--- src/rtl/rv32_pkg.sv ---
// rv32_pkg
//   Shared definitions for the RV32 core slice. The decoder, writeback mux
//   and load/store unit all import this package so that the size codes,
//   writeback source selects and ALU operation codes have one definition.
//   No ports (package).
package rv32_pkg;

    // Access size carried in ram_req[1:0]
    localparam logic [1:0] LSU_SIZE_B = 2'b00;
    localparam logic [1:0] LSU_SIZE_H = 2'b01;
    localparam logic [1:0] LSU_SIZE_W = 2'b10;
    localparam logic [1:0] LSU_SIZE_X = 2'b11;

    localparam int unsigned LSU_DATA_W = 32;

    // Load/store unit control states
    typedef enum logic [1:0] {
        LSU_IDLE = 2'b00,
        LSU_BUS  = 2'b01,
        LSU_RESP = 2'b10
    } lsu_state_t;

    // Writeback source selects
    localparam logic [1:0] WB_SOURCE_ALU = 2'b00;
    localparam logic [1:0] WB_SOURCE_LSU = 2'b01;
    localparam logic [1:0] WB_SOURCE_PC4 = 2'b10;
    localparam logic [1:0] WB_SOURCE_IMM = 2'b11;

    // ALU operation codes
    localparam logic [3:0] ALU_OP_ADD  = 4'h0;
    localparam logic [3:0] ALU_OP_SUB  = 4'h1;
    localparam logic [3:0] ALU_OP_SLL  = 4'h2;
    localparam logic [3:0] ALU_OP_SLT  = 4'h3;
    localparam logic [3:0] ALU_OP_SLTU = 4'h4;
    localparam logic [3:0] ALU_OP_XOR  = 4'h5;
    localparam logic [3:0] ALU_OP_SRL  = 4'h6;
    localparam logic [3:0] ALU_OP_SRA  = 4'h7;
    localparam logic [3:0] ALU_OP_OR   = 4'h8;
    localparam logic [3:0] ALU_OP_AND  = 4'h9;

    // An access is rejected when its size code is illegal or when it does
    // not sit on its natural boundary (halves on even bytes, words on
    // multiples of four).
    function automatic logic lsu_misaligned(input logic [1:0] size,
                                            input logic [1:0] addr_lo);
        logic bad;
        bad = 1'b0;
        case (size)
            LSU_SIZE_B: bad = 1'b0;
            LSU_SIZE_H: bad = addr_lo[0];
            LSU_SIZE_W: bad = |addr_lo;
            default:    bad = 1'b1;
        endcase
        return bad;
    endfunction

endpackage

--- src/rtl/rv32_mod_lsu_align.sv ---
// rv32_mod_lsu_align
//   Purely combinational data-path helper for the load/store unit.
//   Ports:
//     size          in  2   access size code
//     load_unsigned in  1   zero-extend loads when set
//     addr_lo       in  2   byte offset within the word
//     wdata         in  32  LSB-justified store data
//     rdata         in  32  raw word returned by the bus
//     be            out 4   byte enables for the access
//     lane_wdata    out 32  store data replicated into every lane
//     load_data     out 32  shifted and extended load result
//     misaligned    out 1   illegal size or off-boundary access
module rv32_mod_lsu_align
    import rv32_pkg::*;
(
    input  logic [1:0]  size,
    input  logic        load_unsigned,
    input  logic [1:0]  addr_lo,
    input  logic [31:0] wdata,
    input  logic [31:0] rdata,
    output logic [3:0]  be,
    output logic [31:0] lane_wdata,
    output logic [31:0] load_data,
    output logic        misaligned
);

    logic [31:0] shifted;

    // Byte enables and lane replication. Replicating the store data into
    // every lane lets the bus pick up the right bytes using only the byte
    // enables, no matter which offset was addressed.
    always_comb begin
        be         = 4'b0000;
        lane_wdata = 32'h0;
        case (size)
            LSU_SIZE_B: begin
                be         = 4'b0001 << addr_lo;
                lane_wdata = {4{wdata[7:0]}};
            end
            LSU_SIZE_H: begin
                be         = 4'b0011 << addr_lo;
                lane_wdata = {2{wdata[15:0]}};
            end
            LSU_SIZE_W: begin
                be         = 4'b1111;
                lane_wdata = wdata;
            end
            default: begin
                be         = 4'b0000;
                lane_wdata = 32'h0;
            end
        endcase
    end

    // Bring the addressed byte/half down to bit 0, then extend it to 32
    // bits according to the access size and signedness.
    always_comb begin
        shifted   = rdata >> {addr_lo, 3'b000};
        load_data = 32'h0;
        case (size)
            LSU_SIZE_B: begin
                if (load_unsigned)
                    load_data = {24'h0, shifted[7:0]};
                else
                    load_data = {{24{shifted[7]}}, shifted[7:0]};
            end
            LSU_SIZE_H: begin
                if (load_unsigned)
                    load_data = {16'h0, shifted[15:0]};
                else
                    load_data = {{16{shifted[15]}}, shifted[15:0]};
            end
            LSU_SIZE_W: load_data = shifted;
            default:    load_data = 32'h0;
        endcase
    end

    assign misaligned = lsu_misaligned(size, addr_lo);

endmodule

--- src/rtl/rv32_mod_load_store_unit.sv ---
// rv32_mod_load_store_unit
//   Runs one load or store at a time on the data-memory bus and returns
//   aligned, extended load data to writeback. The core stalls while
//   req_ready is low.
//   Ports:
//     clk, rstn                 clock (rising edge), async active-low reset
//     req_valid / req_ready     operation handshake from execute
//     ram_req[3:0]              [1:0] size, [2] unsigned load, [3] unused
//     ram_wr                    1 store, 0 load
//     addr, wdata               byte address and LSB-justified store data
//     rsp_valid                 one-cycle completion pulse
//     rsp_rdata                 extended load data (0 for stores/errors)
//     rsp_err, rsp_misaligned   error flags qualified by rsp_valid
//     mem_req/mem_wr/mem_addr/mem_be/mem_wdata   bus request, held to ack
//     mem_ack/mem_rdata/mem_err                  bus completion
module rv32_mod_load_store_unit
    import rv32_pkg::*;
#(
    parameter int unsigned TIMEOUT_CYCLES = 255,
    parameter int unsigned ADDR_W         = 32
) (
    input  logic              clk,
    input  logic              rstn,
    input  logic              req_valid,
    output logic              req_ready,
    input  logic [3:0]        ram_req,
    input  logic              ram_wr,
    input  logic [ADDR_W-1:0] addr,
    input  logic [31:0]       wdata,
    output logic              rsp_valid,
    output logic [31:0]       rsp_rdata,
    output logic              rsp_err,
    output logic              rsp_misaligned,
    output logic              mem_req,
    output logic              mem_wr,
    output logic [ADDR_W-1:0] mem_addr,
    output logic [3:0]        mem_be,
    output logic [31:0]       mem_wdata,
    input  logic              mem_ack,
    input  logic [31:0]       mem_rdata,
    input  logic              mem_err
);

    lsu_state_t  state;
    logic [31:0] timer;
    logic [1:0]  lat_size;
    logic        lat_unsigned;
    logic [1:0]  lat_addr_lo;

    logic [1:0]  align_size;
    logic        align_unsigned;
    logic [1:0]  align_addr_lo;
    logic [3:0]  align_be;
    logic [31:0] align_wdata;
    logic [31:0] align_load;
    logic        align_misaligned;
    logic        timed_out;
    logic        unused_reserved;

    // The reserved request bit is deliberately ignored.
    assign unused_reserved = ram_req[3];

    // While idle the aligner looks at the incoming request so the bus
    // fields can be registered on the accepting edge; once busy it looks
    // at the latched operation so the returning read data is extended
    // with the right size and offset.
    assign align_size     = (state == LSU_IDLE) ? ram_req[1:0] : lat_size;
    assign align_unsigned = (state == LSU_IDLE) ? ram_req[2]   : lat_unsigned;
    assign align_addr_lo  = (state == LSU_IDLE) ? addr[1:0]    : lat_addr_lo;

    rv32_mod_lsu_align u_align (
        .size          (align_size),
        .load_unsigned (align_unsigned),
        .addr_lo       (align_addr_lo),
        .wdata         (wdata),
        .rdata         (mem_rdata),
        .be            (align_be),
        .lane_wdata    (align_wdata),
        .load_data     (align_load),
        .misaligned    (align_misaligned)
    );

    // The timer counts BUS cycles that ended without an ack; when the
    // last allowed cycle also ends without one, the access is abandoned.
    assign timed_out = (TIMEOUT_CYCLES != 0) && (timer == TIMEOUT_CYCLES - 1);

    // Single control process: every output is registered here so the bus
    // and response signals change only on clock edges (or on reset, which
    // drops mem_req immediately and discards any pending response).
    always_ff @(posedge clk or negedge rstn) begin
        if (!rstn) begin
            state          <= LSU_IDLE;
            req_ready      <= 1'b1;
            timer          <= 32'h0;
            lat_size       <= 2'b00;
            lat_unsigned   <= 1'b0;
            lat_addr_lo    <= 2'b00;
            mem_req        <= 1'b0;
            mem_wr         <= 1'b0;
            mem_addr       <= '0;
            mem_be         <= 4'b0000;
            mem_wdata      <= 32'h0;
            rsp_valid      <= 1'b0;
            rsp_rdata      <= 32'h0;
            rsp_err        <= 1'b0;
            rsp_misaligned <= 1'b0;
        end else begin
            case (state)
                LSU_IDLE: begin
                    if (req_valid) begin
                        lat_size     <= ram_req[1:0];
                        lat_unsigned <= ram_req[2];
                        lat_addr_lo  <= addr[1:0];
                        req_ready    <= 1'b0;
                        if (align_misaligned) begin
                            // Rejected without touching the bus.
                            state          <= LSU_RESP;
                            rsp_valid      <= 1'b1;
                            rsp_err        <= 1'b1;
                            rsp_misaligned <= 1'b1;
                            rsp_rdata      <= 32'h0;
                        end else begin
                            state     <= LSU_BUS;
                            timer     <= 32'h0;
                            mem_req   <= 1'b1;
                            mem_wr    <= ram_wr;
                            mem_addr  <= {addr[ADDR_W-1:2], 2'b00};
                            mem_be    <= align_be;
                            mem_wdata <= align_wdata;
                        end
                    end
                end

                LSU_BUS: begin
                    if (mem_ack || timed_out) begin
                        state          <= LSU_RESP;
                        mem_req        <= 1'b0;
                        mem_wr         <= 1'b0;
                        mem_addr       <= '0;
                        mem_be         <= 4'b0000;
                        mem_wdata      <= 32'h0;
                        rsp_valid      <= 1'b1;
                        rsp_misaligned <= 1'b0;
                        // Ack wins over a timeout landing on the same edge.
                        if (mem_ack) begin
                            rsp_err   <= mem_err;
                            rsp_rdata <= (mem_err || mem_wr) ? 32'h0 : align_load;
                        end else begin
                            rsp_err   <= 1'b1;
                            rsp_rdata <= 32'h0;
                        end
                    end else begin
                        timer <= timer + 32'd1;
                    end
                end

                LSU_RESP: begin
                    state          <= LSU_IDLE;
                    req_ready      <= 1'b1;
                    rsp_valid      <= 1'b0;
                    rsp_rdata      <= 32'h0;
                    rsp_err        <= 1'b0;
                    rsp_misaligned <= 1'b0;
                end

                default: begin
                    state     <= LSU_IDLE;
                    req_ready <= 1'b1;
                    mem_req   <= 1'b0;
                    rsp_valid <= 1'b0;
                end
            endcase
        end
    end

endmodule

--- config.mk ---
export PLATFORM = sky130hd
export DESIGN_NAME = rv32_mod_load_store_unit
export DESIGN_NICKNAME = d
export VERILOG_FILES = /design/src/rtl/rv32_pkg.sv /design/src/rtl/rv32_mod_lsu_align.sv /design/src/rtl/rv32_mod_load_store_unit.sv
export SDC_FILE = /design/constraint.sdc
export NUM_CORES = 1
export LEC_CHECK = 0
export BUFFER_PORTS_ARGS = -buffer_cell sky130_fd_sc_hd__buf_2
export CAP_MARGIN = 20
export CORE_UTILIZATION = 53
export CTS_CLUSTER_SIZE = 14
export DETAILED_ROUTE_END_ITERATION = 10
export GPL_TIMING_DRIVEN = 0
export PLACE_DENSITY = 0.84
export REMOVE_ABC_BUFFERS = 1
export SETUP_SLACK_MARGIN = 0.1
export SLEW_MARGIN = 30
export SYNTH_ARGS = -nofsm -noshare
export SYNTH_HDL_FRONTEND = slang
export SYNTH_HIERARCHICAL = 1
export SYNTH_SLANG_ARGS = --single-unit
--- constraint.sdc ---
create_clock -name clk -period 4.65 [get_ports clk]
set_input_delay 0.93 -clock clk [delete_from_list [all_inputs] [get_ports clk]]
set_output_delay 0.93 -clock clk [all_outputs]
set_load 0.05 [all_outputs]
==> flow_summary.ini, run 1 <==
[synthesis]
yosys.area.top_type = dfrtp_1
yosysUniqueCellTypes = 67
synth_top_family_by_area = compound AO/OA/AOI/OAI gates
ys_ff_latch = 143
netlist_top_cells_count = dfrtp_1, a22o_1, nand2_1, nor2_1, clkbuf_1
yosysTopAreaCellShare = 0.468
avgSynthCellArea_um2 = 10.2
synthCells = 740
synthXorXnorAreaFrac = 0.00115
synth_compound_area_frac = 0.245
synth-edff-count = 0
netlist_top_cells_area = dfrtp_1, a22o_1, nand2_1
syn_area_mm2 = 0.00758
synth-adder-area-share = 0.00825
synth.area.mux_share = 0.0569
synth.yosys.seq_area_share = 0.472
yosys.cell_count.top_type = dfrtp_1
yosys_warnings = 6
synth_ff_type = dfrtp_1
async_flop_share = 1.00
synthSimpleGateAreaFrac = 0.163

[min_path]
hp-class = in -> async

[sta]
worstMarginPinSlew_ns = 0.919
final-setup-viol-count = 0
fin_crit_sh = 0.890
rsz0062_at_grt = false
fmax_mhz = 242
fin_skew_ns = 0.00738
whs_ns = 0.429
fin_crit_ns = 4.14
hold_violations = 0
slew_headroom = 0.387
slew_violations = 0

[global_routing]
grt_max_degree = 83
track_usage = 0.286
grt_pass1_vias = 6412
antenna_found_initial = 3
grt_pass1_wl_um = 32500
grt_overflow_total = 0

[detailed_routing]
via_per_inst = 6.14
drc = 0
drtIter0Drc = 570
drtPass1Iterations = 5
wire_per_inst_um = 18.3
ant_nets = 0
vias = 6817
drt_wl_total_um = 20300

[cells_and_area]
nets = 1027
drive_gt1_frac = 0.318
fin_util = 0.673
instances_no_fill = 1111
fillers = 1046
syn2layout_area_growth_pct = 23.6

[pwr]
power_frac_seq = 0.261
internal-power_mw = 3.67
netSwitchingPower_mw = 3.22
power.leakage_nw = 4.72
p_total_mw = 6.88
peakVddDrop_mv = 0.528
comb_power_share = 0.531
switching_share = 0.467
clkPwrFrac = 0.209
power_density_mw_per_mm2 = 734

[die]
start_util = 0.544
boundaryPins = 212
dieArea_mm2 = 0.0148
num_rows = 43
fp.dieH_um = 122
die_w_um = 122
fp.coreArea_mm2 = 0.0139

[placement]
hpwl_um = 13900
port-buffer-count = 208
globalplace.congestion = 0.822
dp.cells = 1077

[clock_network]
clk_path_buf_depth = 2
cts_sinks = 143
clk_latency_ns = 0.42
cts_max_level = 4
clk_pin_slew_ns = 0.06
cts-root-buf = clkbuf_16
cts_tree = yes
numCtsBuffers = 17
hold_buffers = 0

[critical_path]
crit_type = reg -> reg
crit_fanout = 30
crit_path_frequent_cell = nor3_1
slowest_stage = mux2_2
reg2reg_from = state[0]
cp-start-kind = register
r2r_cells = 10
cpPeakStageDelay_ns = 0.65
crit_arrival_ns = 4.49
crit_path_end_kind = register
startpoint = state[0]
worstPathRequired_ns = 5.00
path_cells = inv_1 -> ha_1 -> mux2_2 -> nor3_1 -> a21oi_1 -> nand3b_1 -> and2_2 -> nor3_1 -> or4b_2 -> nand3_1

[job]
maxCapViolCount = 0

[run_status]
outcome = finished clean
placed cells by master, fill, tap and decap left out, types with 4 or more instances in the layout:
master     netlist  routed
or4_1            8       8
o211ai_1        14      14
nor2_1          37      35
a21oi_1         22      22
a211oi_1        15      15
mux2_2          17      14
and3_1           9       9
ha_1             5       4
and4_1           4       4
a22o_1         100     100
nand4_1         11      11
buf_16           0       4
inv_6            0       4
nand2_1         73      71
nor2b_1          7       7
o311ai_0        15      15
inv_1           18      18
mux2_4           2       5
nor3_1          11      10
clkbuf_16        0      17
o21ai_0         23      23
a21o_1          16      16
bufinv_16        0       4
a22oi_1          6       6
mux2i_1         21      21
nand3_1         23      23
dfrtp_1        142     142
a31oi_1          5       5
nand2b_1        13      13
buf_2           12     211
layout make-up:
| cell class | instances | area (µm²) | area share |
|---|---|---|---|
| clock inverter | 12 | 181 | 0.0193 |
| timing repair buffer | 220 | 1230 | 0.131 |
| antenna | 3 | 7.51 | 0.000801 |
| clock buffer | 19 | 433 | 0.0462 |
| sequential | 143 | 3580 | 0.382 |
| tap | 180 | 225 | 0.0240 |
| inverter | 18 | 67.6 | 0.00720 |
| multi-input combinational | 516 | 3660 | 0.390 |
state kept, by name (all words and copies together) (netlist names), 2 cells and up:
signal / cells
mem_wdata: 32
state: 2
mem_addr: 30
lat_addr_lo: 2
mem_be: 4
timer: 32
lat_size: 2
rsp_rdata: 32
stage by stage:
step,area (µm²),setup WS (ns),TNS [ns]
finish,9380,0.511,0
global route,9380,0.161,0
CTS,9350,0.136,0
detailed placement,8730,-0.0710,-0.134
global placement,8520,-2.34,-201.70
floorplan,7250,-0.200,-11.58
kinds of logic after synthesis:
| group | after synthesis |
|---|---|
| AOI/OAI and AO/OA | 240 |
| xor gates and xnor gates | 1 |
| adders and majority gates | 5 |
| buffers and inverters | 82 |
| DFF | 143 |
| muxes | 40 |
| other | 1 |
| and+or+nand+nor | 228 |
worst max-delay path, delay by kind of cell (launching register included):
family	cells	cell delay (ns)
flops	1	0.40
mux	1	0.65
fa+ha+maj	1	0.58
compound gates	1	0.10
simple gates	6	2.21
buf+inv	1	0.11
power by group through the flow:
| stage | clock network, mW | logic [mW] | registers (mW) |
|---|---|---|---|
| 3_5_place_dp | 0 | 3.62 | 1.79 |
| 5_1_grt | 1.51 | 3.91 | 1.83 |
| 4_1_cts | 1.45 | 3.62 | 1.79 |
| 6_report | 1.44 | 3.65 | 1.79 |
| 3_3_place_gp | 0 | 3.43 | 1.80 |
| 2_1_floorplan | 0 | 1.73 | 2.67 |
repair_timing:
action                                  in CTS  in global routing
endpoints found under the setup margin       4                 11
cloned                                       0                  0
resized for setup                            1                  4
setup buffers                                0                  0
final timing paths:
check / to / slack [ns]
max: timer[14] / 0.51
min: mem_addr[29] / 0.43
max reg2reg: timer[14] / 0.51
min reg2reg: mem_addr[10] / 0.49
max in group asynchronous: req_ready / 3.44
min in group clk: mem_addr[10] / 0.49
routing by layer:
| metal | GRT usage | wire length [µm] | share of wire | vias to the layer above |
|---|---|---|---|---|
| met5 | 0 | 0 | 0 | - |
| met4 | 0.132 | 662 | 0.033 | 0 |
| li1 | - | - | - | 3147 |
| met2 | 0.454 | 9600 | 0.47 | 337 |
| met1 | 0.376 | 8620 | 0.42 | 3285 |
| met3 | 0.0599 | 1430 | 0.070 | 48 |
No activity file was read; power rests on OpenSTA's default activity.
==> run 2: changes to the inputs <==
- ABC_AREA: default -> 1
- CORE_UTILIZATION: 53 -> 54
- SKIP_CTS_REPAIR_TIMING: default -> 1
==> flow_summary.ini, run 2 <==
[critical_path]
crit_path_end_kind = register
reg2reg_from = state[0]
crit_fanout = 34
crit_arrival_ns = 4.26
cp-start-kind = register
crit_type = reg -> reg
startpoint = state[0]
worstPathRequired_ns = 4.95

[synthesis]
yosys_warnings = 6
yosys.area.top_type = dfrtp_1
synth.yosys.seq_area_share = 0.425
yosysUniqueCellTypes = 37
netlist_top_cells_count = nand2_1, dfrtp_1, inv_1, nor2_1, nand3_1
yosys.cell_count.top_type = nand2_1
yosysTopAreaCellShare = 0.422
ys_ff_latch = 143
syn_area_mm2 = 0.00841
avgSynthCellArea_um2 = 6.83
synth-edff-count = 0
netlist_top_cells_area = dfrtp_1, nand2_1, inv_1
synth_ff_type = dfrtp_1
async_flop_share = 1.00
synthCells = 1231

[sta]
fin_skew_ns = 0.00855
fmax_mhz = 252
slew_violations = 0
slew_headroom = 0.428
whs_ns = 0.463
final-setup-viol-count = 0
setup_slack_ns = 0.688
hold_violations = 0
rsz0062_at_grt = false
worstMarginPinSlew_ns = 0.849
fin_crit_ns = 3.96
fin_crit_sh = 0.852

[detailed_routing]
drc = 0
vias = 8423
ant_nets = 0
drtIter0Drc = 780
drt_wl_total_um = 22300
drtPass1Iterations = 5
wire_per_inst_um = 13.9
via_per_inst = 5.26

[clock_network]
cts-root-buf = clkbuf_16
cts_max_level = 4
clk_path_buf_depth = 2
clk_pin_slew_ns = 0.06
cts_tree = yes
cts_sinks = 143
clk_latency_ns = 0.43
numCtsBuffers = 17

[cells_and_area]
final_common_cell = nand2_1
drive_gt1_frac = 0.194
syn2layout_area_growth_pct = 19.8
multi_input_comb_area_mm2 = 0.00409
regArea_mm2 = 0.00358
fin_util = 0.663
reg.largest.list = mem_wdata x32, rsp_rdata x32, timer x32
fillers = 1320
layout_common_cells = nand2_1, buf_2, dfrtp_1
nets = 1508
stdcell_area_mm2 = 0.0101

[die]
fp.coreArea_mm2 = 0.0152
num_rows = 45
boundaryPins = 212
dieArea_mm2 = 0.0161
fp.dieH_um = 127
start_util = 0.553
die_w_um = 127

[placement]
port-buffer-count = 208
globalplace.congestion = 0.943
placed_area_mm2 = 0.00947
hpwl_um = 15200
place_worst_setup_slack_ns = 0.585

[min_path]
hp-class = reg -> reg
hp-start = rsp_rdata[15]

[global_routing]
antenna_found_initial = 3
grt_pass1_wl_um = 37100
busiest_layer = met2
grtUsageMet3 = 0.0645
grt_overflow_total = 0
met2_usage = 0.472
track_usage = 0.288
grt_pass1_vias = 7717
grt_max_degree = 135
use_met1 = 0.373

[pwr]
peakVddDrop_mv = 0.544
p_total_mw = 7.60
power_density_mw_per_mm2 = 754
power.leakage_nw = 5.71

[run_status]
outcome = finished clean

[job]
maxCapViolCount = 0
[run 2: cell types whose count changed after synthesis, moves of 16 or more]
cell / previous run / this run
nand2_1: 73 / 526
a22o_1: 100 / 0
inv_1: 18 / 105
nor2_1: 37 / 102
o21ai_1: 1 / 65
nand3_1: 23 / 66
nand4_1: 11 / 43
mux2i_1: 21 / 0
a21oi_1: 22 / 2
mux2_2: 17 / 0
o21ai_0: 23 / 40
xor2_1: 0 / 17
a21o_1: 16 / 0
[run 2: stage by stage]
| step | std cells | setup TNS [ns] |
|---|---|---|
| 2_1_floorplan | 1166 | -36.01 |
| 3_3_place_gp | 1562 | -278.52 |
| 3_5_place_dp | 1566 | 0 |
| 4_1_cts | 1598 | 0 |
| 5_1_grt | 1600 | 0 |
| 6_report | 1600 | 0 |
[run 2: worst paths after layout]
path,slack [ns],cells past startpoint,end
worst max-delay path,0.69,14,rsp_rdata[5]
worst min-delay path,0.46,2,rsp_rdata[15]
worst max register to register,0.69,14,rsp_rdata[5]
worst min register to register,0.46,2,rsp_rdata[15]
max in group asynchronous,3.40,2,req_ready
min in group asynchronous,0.48,1,mem_addr[11]
[run 2: logic make-up (layout without fill, tap and decap cells)]
family | count (synthesis) | in the layout | synth area share
compound gates | 116 | 116 | 0.0718
xor+xnor | 20 | 20 | 0.0208
fa+ha+maj | 5 | 5 | 0.00744
buf+inv | 179 | 357 | 0.0938
flops | 143 | 143 | 0.425
other cells | 1 | 4 | 0.000446
simple gates | 767 | 767 | 0.380
[run 2: final cells by class]
class / count / area share
Antenna cell: 2 / 0.000496
Clock buffer: 22 / 0.0460
Clock inverter: 10 / 0.0135
Inverter: 113 / 0.0424
Multi-Input combinational cell: 910 / 0.405
Sequential cell: 143 / 0.355
Tap cell: 188 / 0.0233
Timing Repair Buffer: 212 / 0.114
[run 2: per-layer routing]
metal | up-vias | routed length, µm
met3 | 49 | 1440
met1 | 3899 | 9590
met2 | 286 | 10700
met4 | 2 | 557
li1 | 4187 | -
met5 | - | 13
[run 2: worst max-delay path: stages, from the launching register on]
cell,delay (ns)
dfrtp_1,0.39
inv_1,0.08
ha_1,0.25
inv_2,0.15
o21ai_0,0.71
nand2_2,0.31
inv_1,0.21
nand2_1,0.10
nand2_1,0.13
nor2_1,0.10
nor2_4,0.26
buf_16,0.21
nand3_2,0.57
nand2_1,0.26
nand2_1,0.09
[run 2: where the power goes]
| group | total (mW) | internal (mW) | switching (mW) | leakage, nW |
|---|---|---|---|---|
| sequential | 1.79 | 1.61 | 0.182 | 1.89 |
| clock | 1.40 | 0.870 | 0.527 | 0.286 |
| combinational | 4.41 | 1.08 | 3.33 | 3.53 |
| total | 7.60 | 3.56 | 4.04 | 5.71 |
==> run 3: changes to the inputs <==
- clock period: 4.65 -> 3.85 ns (I/O delays scaled with it)
==> flow_summary.ini, run 3 (synthesis gave the netlist of run 2 again) <==
[die]
die_w_um = 127
dieArea_mm2 = 0.0161
fp.coreArea_mm2 = 0.0152
boundaryPins = 212
fp.dieH_um = 127
num_rows = 45
start_util = 0.553

[detailed_routing]
drtIter0Drc = 782
drc = 0
ant_nets = 0
via_per_inst = 5.25
drtPass1Iterations = 5
vias = 8403
wire_per_inst_um = 13.9
drt_wl_total_um = 22200

[sta]
fin_skew_ns = 0.00785
hold_violations = 0
fmax_mhz = 276
worstMarginPinSlew_ns = 0.815
rsz0062_at_grt = true
slew_violations = 0
fin_crit_sh = 0.942
slew_headroom = 0.457
setup-tns-final_ns = 0
whs_ns = 0.309
final-setup-viol-count = 0
fin_crit_ns = 3.62

[clock_network]
numCtsBuffers = 17
clk_path_buf_depth = 2
cts_tree = yes
clk_pin_slew_ns = 0.06
cts_max_level = 4
clk_latency_ns = 0.42
cts_sinks = 143
cts-root-buf = clkbuf_16

[critical_path]
worstPathRequired_ns = 4.13
crit_fanout = 134
crit_arrival_ns = 3.90
path_cells = inv_1 -> ha_1 -> inv_2 -> nand2_1 -> o21ai_4 -> buf_16 -> inv_2 -> nand2_1 -> o21ai_0 -> nand2_1 -> nand2_1 -> nand3_2 -> inv_2 -> nand2_8 -> nand2_1 -> o21ai_1
reg2reg_from = state[0]
crit_type = reg -> reg
crit_path_end_kind = register
crit_path_frequent_cell = nand2_1
slowest_stage = inv_2
cp-start-kind = register
cpPeakStageDelay_ns = 0.49
startpoint = state[0]

[global_routing]
grt_overflow_total = 0
antenna_found_initial = 3
grt_pass1_wl_um = 37100
grt_pass1_vias = 7717
met2_usage = 0.472
track_usage = 0.288
grt_max_degree = 135
use_met1 = 0.373
grtUsageMet3 = 0.0645
busiest_layer = met2

[placement]
globalplace.congestion = 0.943
hpwl_um = 15200
port-buffer-count = 208
placed_area_mm2 = 0.00947

[run_status]
outcome = finished clean

[cells_and_area]
fin_util = 0.664
syn2layout_area_growth_pct = 19.9
multi_input_comb_area_mm2 = 0.00410
drive_gt1_frac = 0.194
nets = 1508
layout_common_cells = nand2_1, buf_2, dfrtp_1
regArea_mm2 = 0.00358
stdcell_area_mm2 = 0.0101
reg.largest.list = mem_wdata x32, rsp_rdata x32, timer x32
final_common_cell = nand2_1
fillers = 1320

[pwr]
netSwitchingPower_mw = 4.87
internal-power_mw = 4.31
comb_power_share = 0.581
power_density_mw_per_mm2 = 911
power.leakage_nw = 5.71
clkPwrFrac = 0.184
switching_share = 0.531
power_frac_seq = 0.236
peakVddDrop_mv = 0.656

[job]
maxCapViolCount = 0

[min_path]
hp-class = in -> async
[run 3: cell counts in the layout (fill, tap and decap cells not counted)]
No cell type changed its count.
[run 3: critical path, delay by kind of cell (launching register included)]
kind / cells / cell delay, ns
simple gates: 7 / 1.26
buf+inv: 5 / 1.12
flops: 1 / 0.39
compound gates: 3 / 0.36
fa+ha+maj: 1 / 0.25
[run 3: cell type report]
type	instances	share of cell area
clock buffer	22	0.0460
inverter	113	0.0424
multi-input combinational	910	0.406
sequential	143	0.355
clock inverter	10	0.0135
timing repair buffer	212	0.113
tap	188	0.0233
antenna	2	0.000496
[run 3: worst paths after layout]
check,endpoint,slack [ns],cells past startpoint
max reg2reg,mem_addr[18],0.23,16
max in group asynchronous,req_ready,2.77,2
max,mem_addr[18],0.23,16
min in group clk,mem_req,0.46,2
min,mem_addr[11],0.31,1
min reg2reg,mem_req,0.46,2
[run 3: stage by stage]
step           total power, mW  worst slack (ns)  instances
2_1_floorplan             6.01             -1.59       1166
3_3_place_gp              7.22             -4.04       1562
3_5_place_dp              7.47           -0.0817       1566
4_1_cts                   9.17            -0.119       1598
5_1_grt                   9.84           -0.0830       1600
6_report                  9.19             0.225       1600
[run 3: power groups by stage]
stage | Sequential, mW | Combinational [mW] | Clock [mW]
2_1_floorplan | 3.45 | 2.56 | 0
3_3_place_gp | 2.17 | 5.05 | 0
3_5_place_dp | 2.18 | 5.29 | 0
4_1_cts | 2.16 | 5.30 | 1.71
5_1_grt | 2.21 | 5.86 | 1.77
6_report | 2.17 | 5.33 | 1.69
[run 3: routing by layer]
layer	wire length, µm	up-vias	part of all wire
met5	13	-	0.00059
met1	9610	3886	0.43
li1	-	4184	-
met4	595	2	0.027
met2	10600	280	0.48
met3	1360	51	0.061
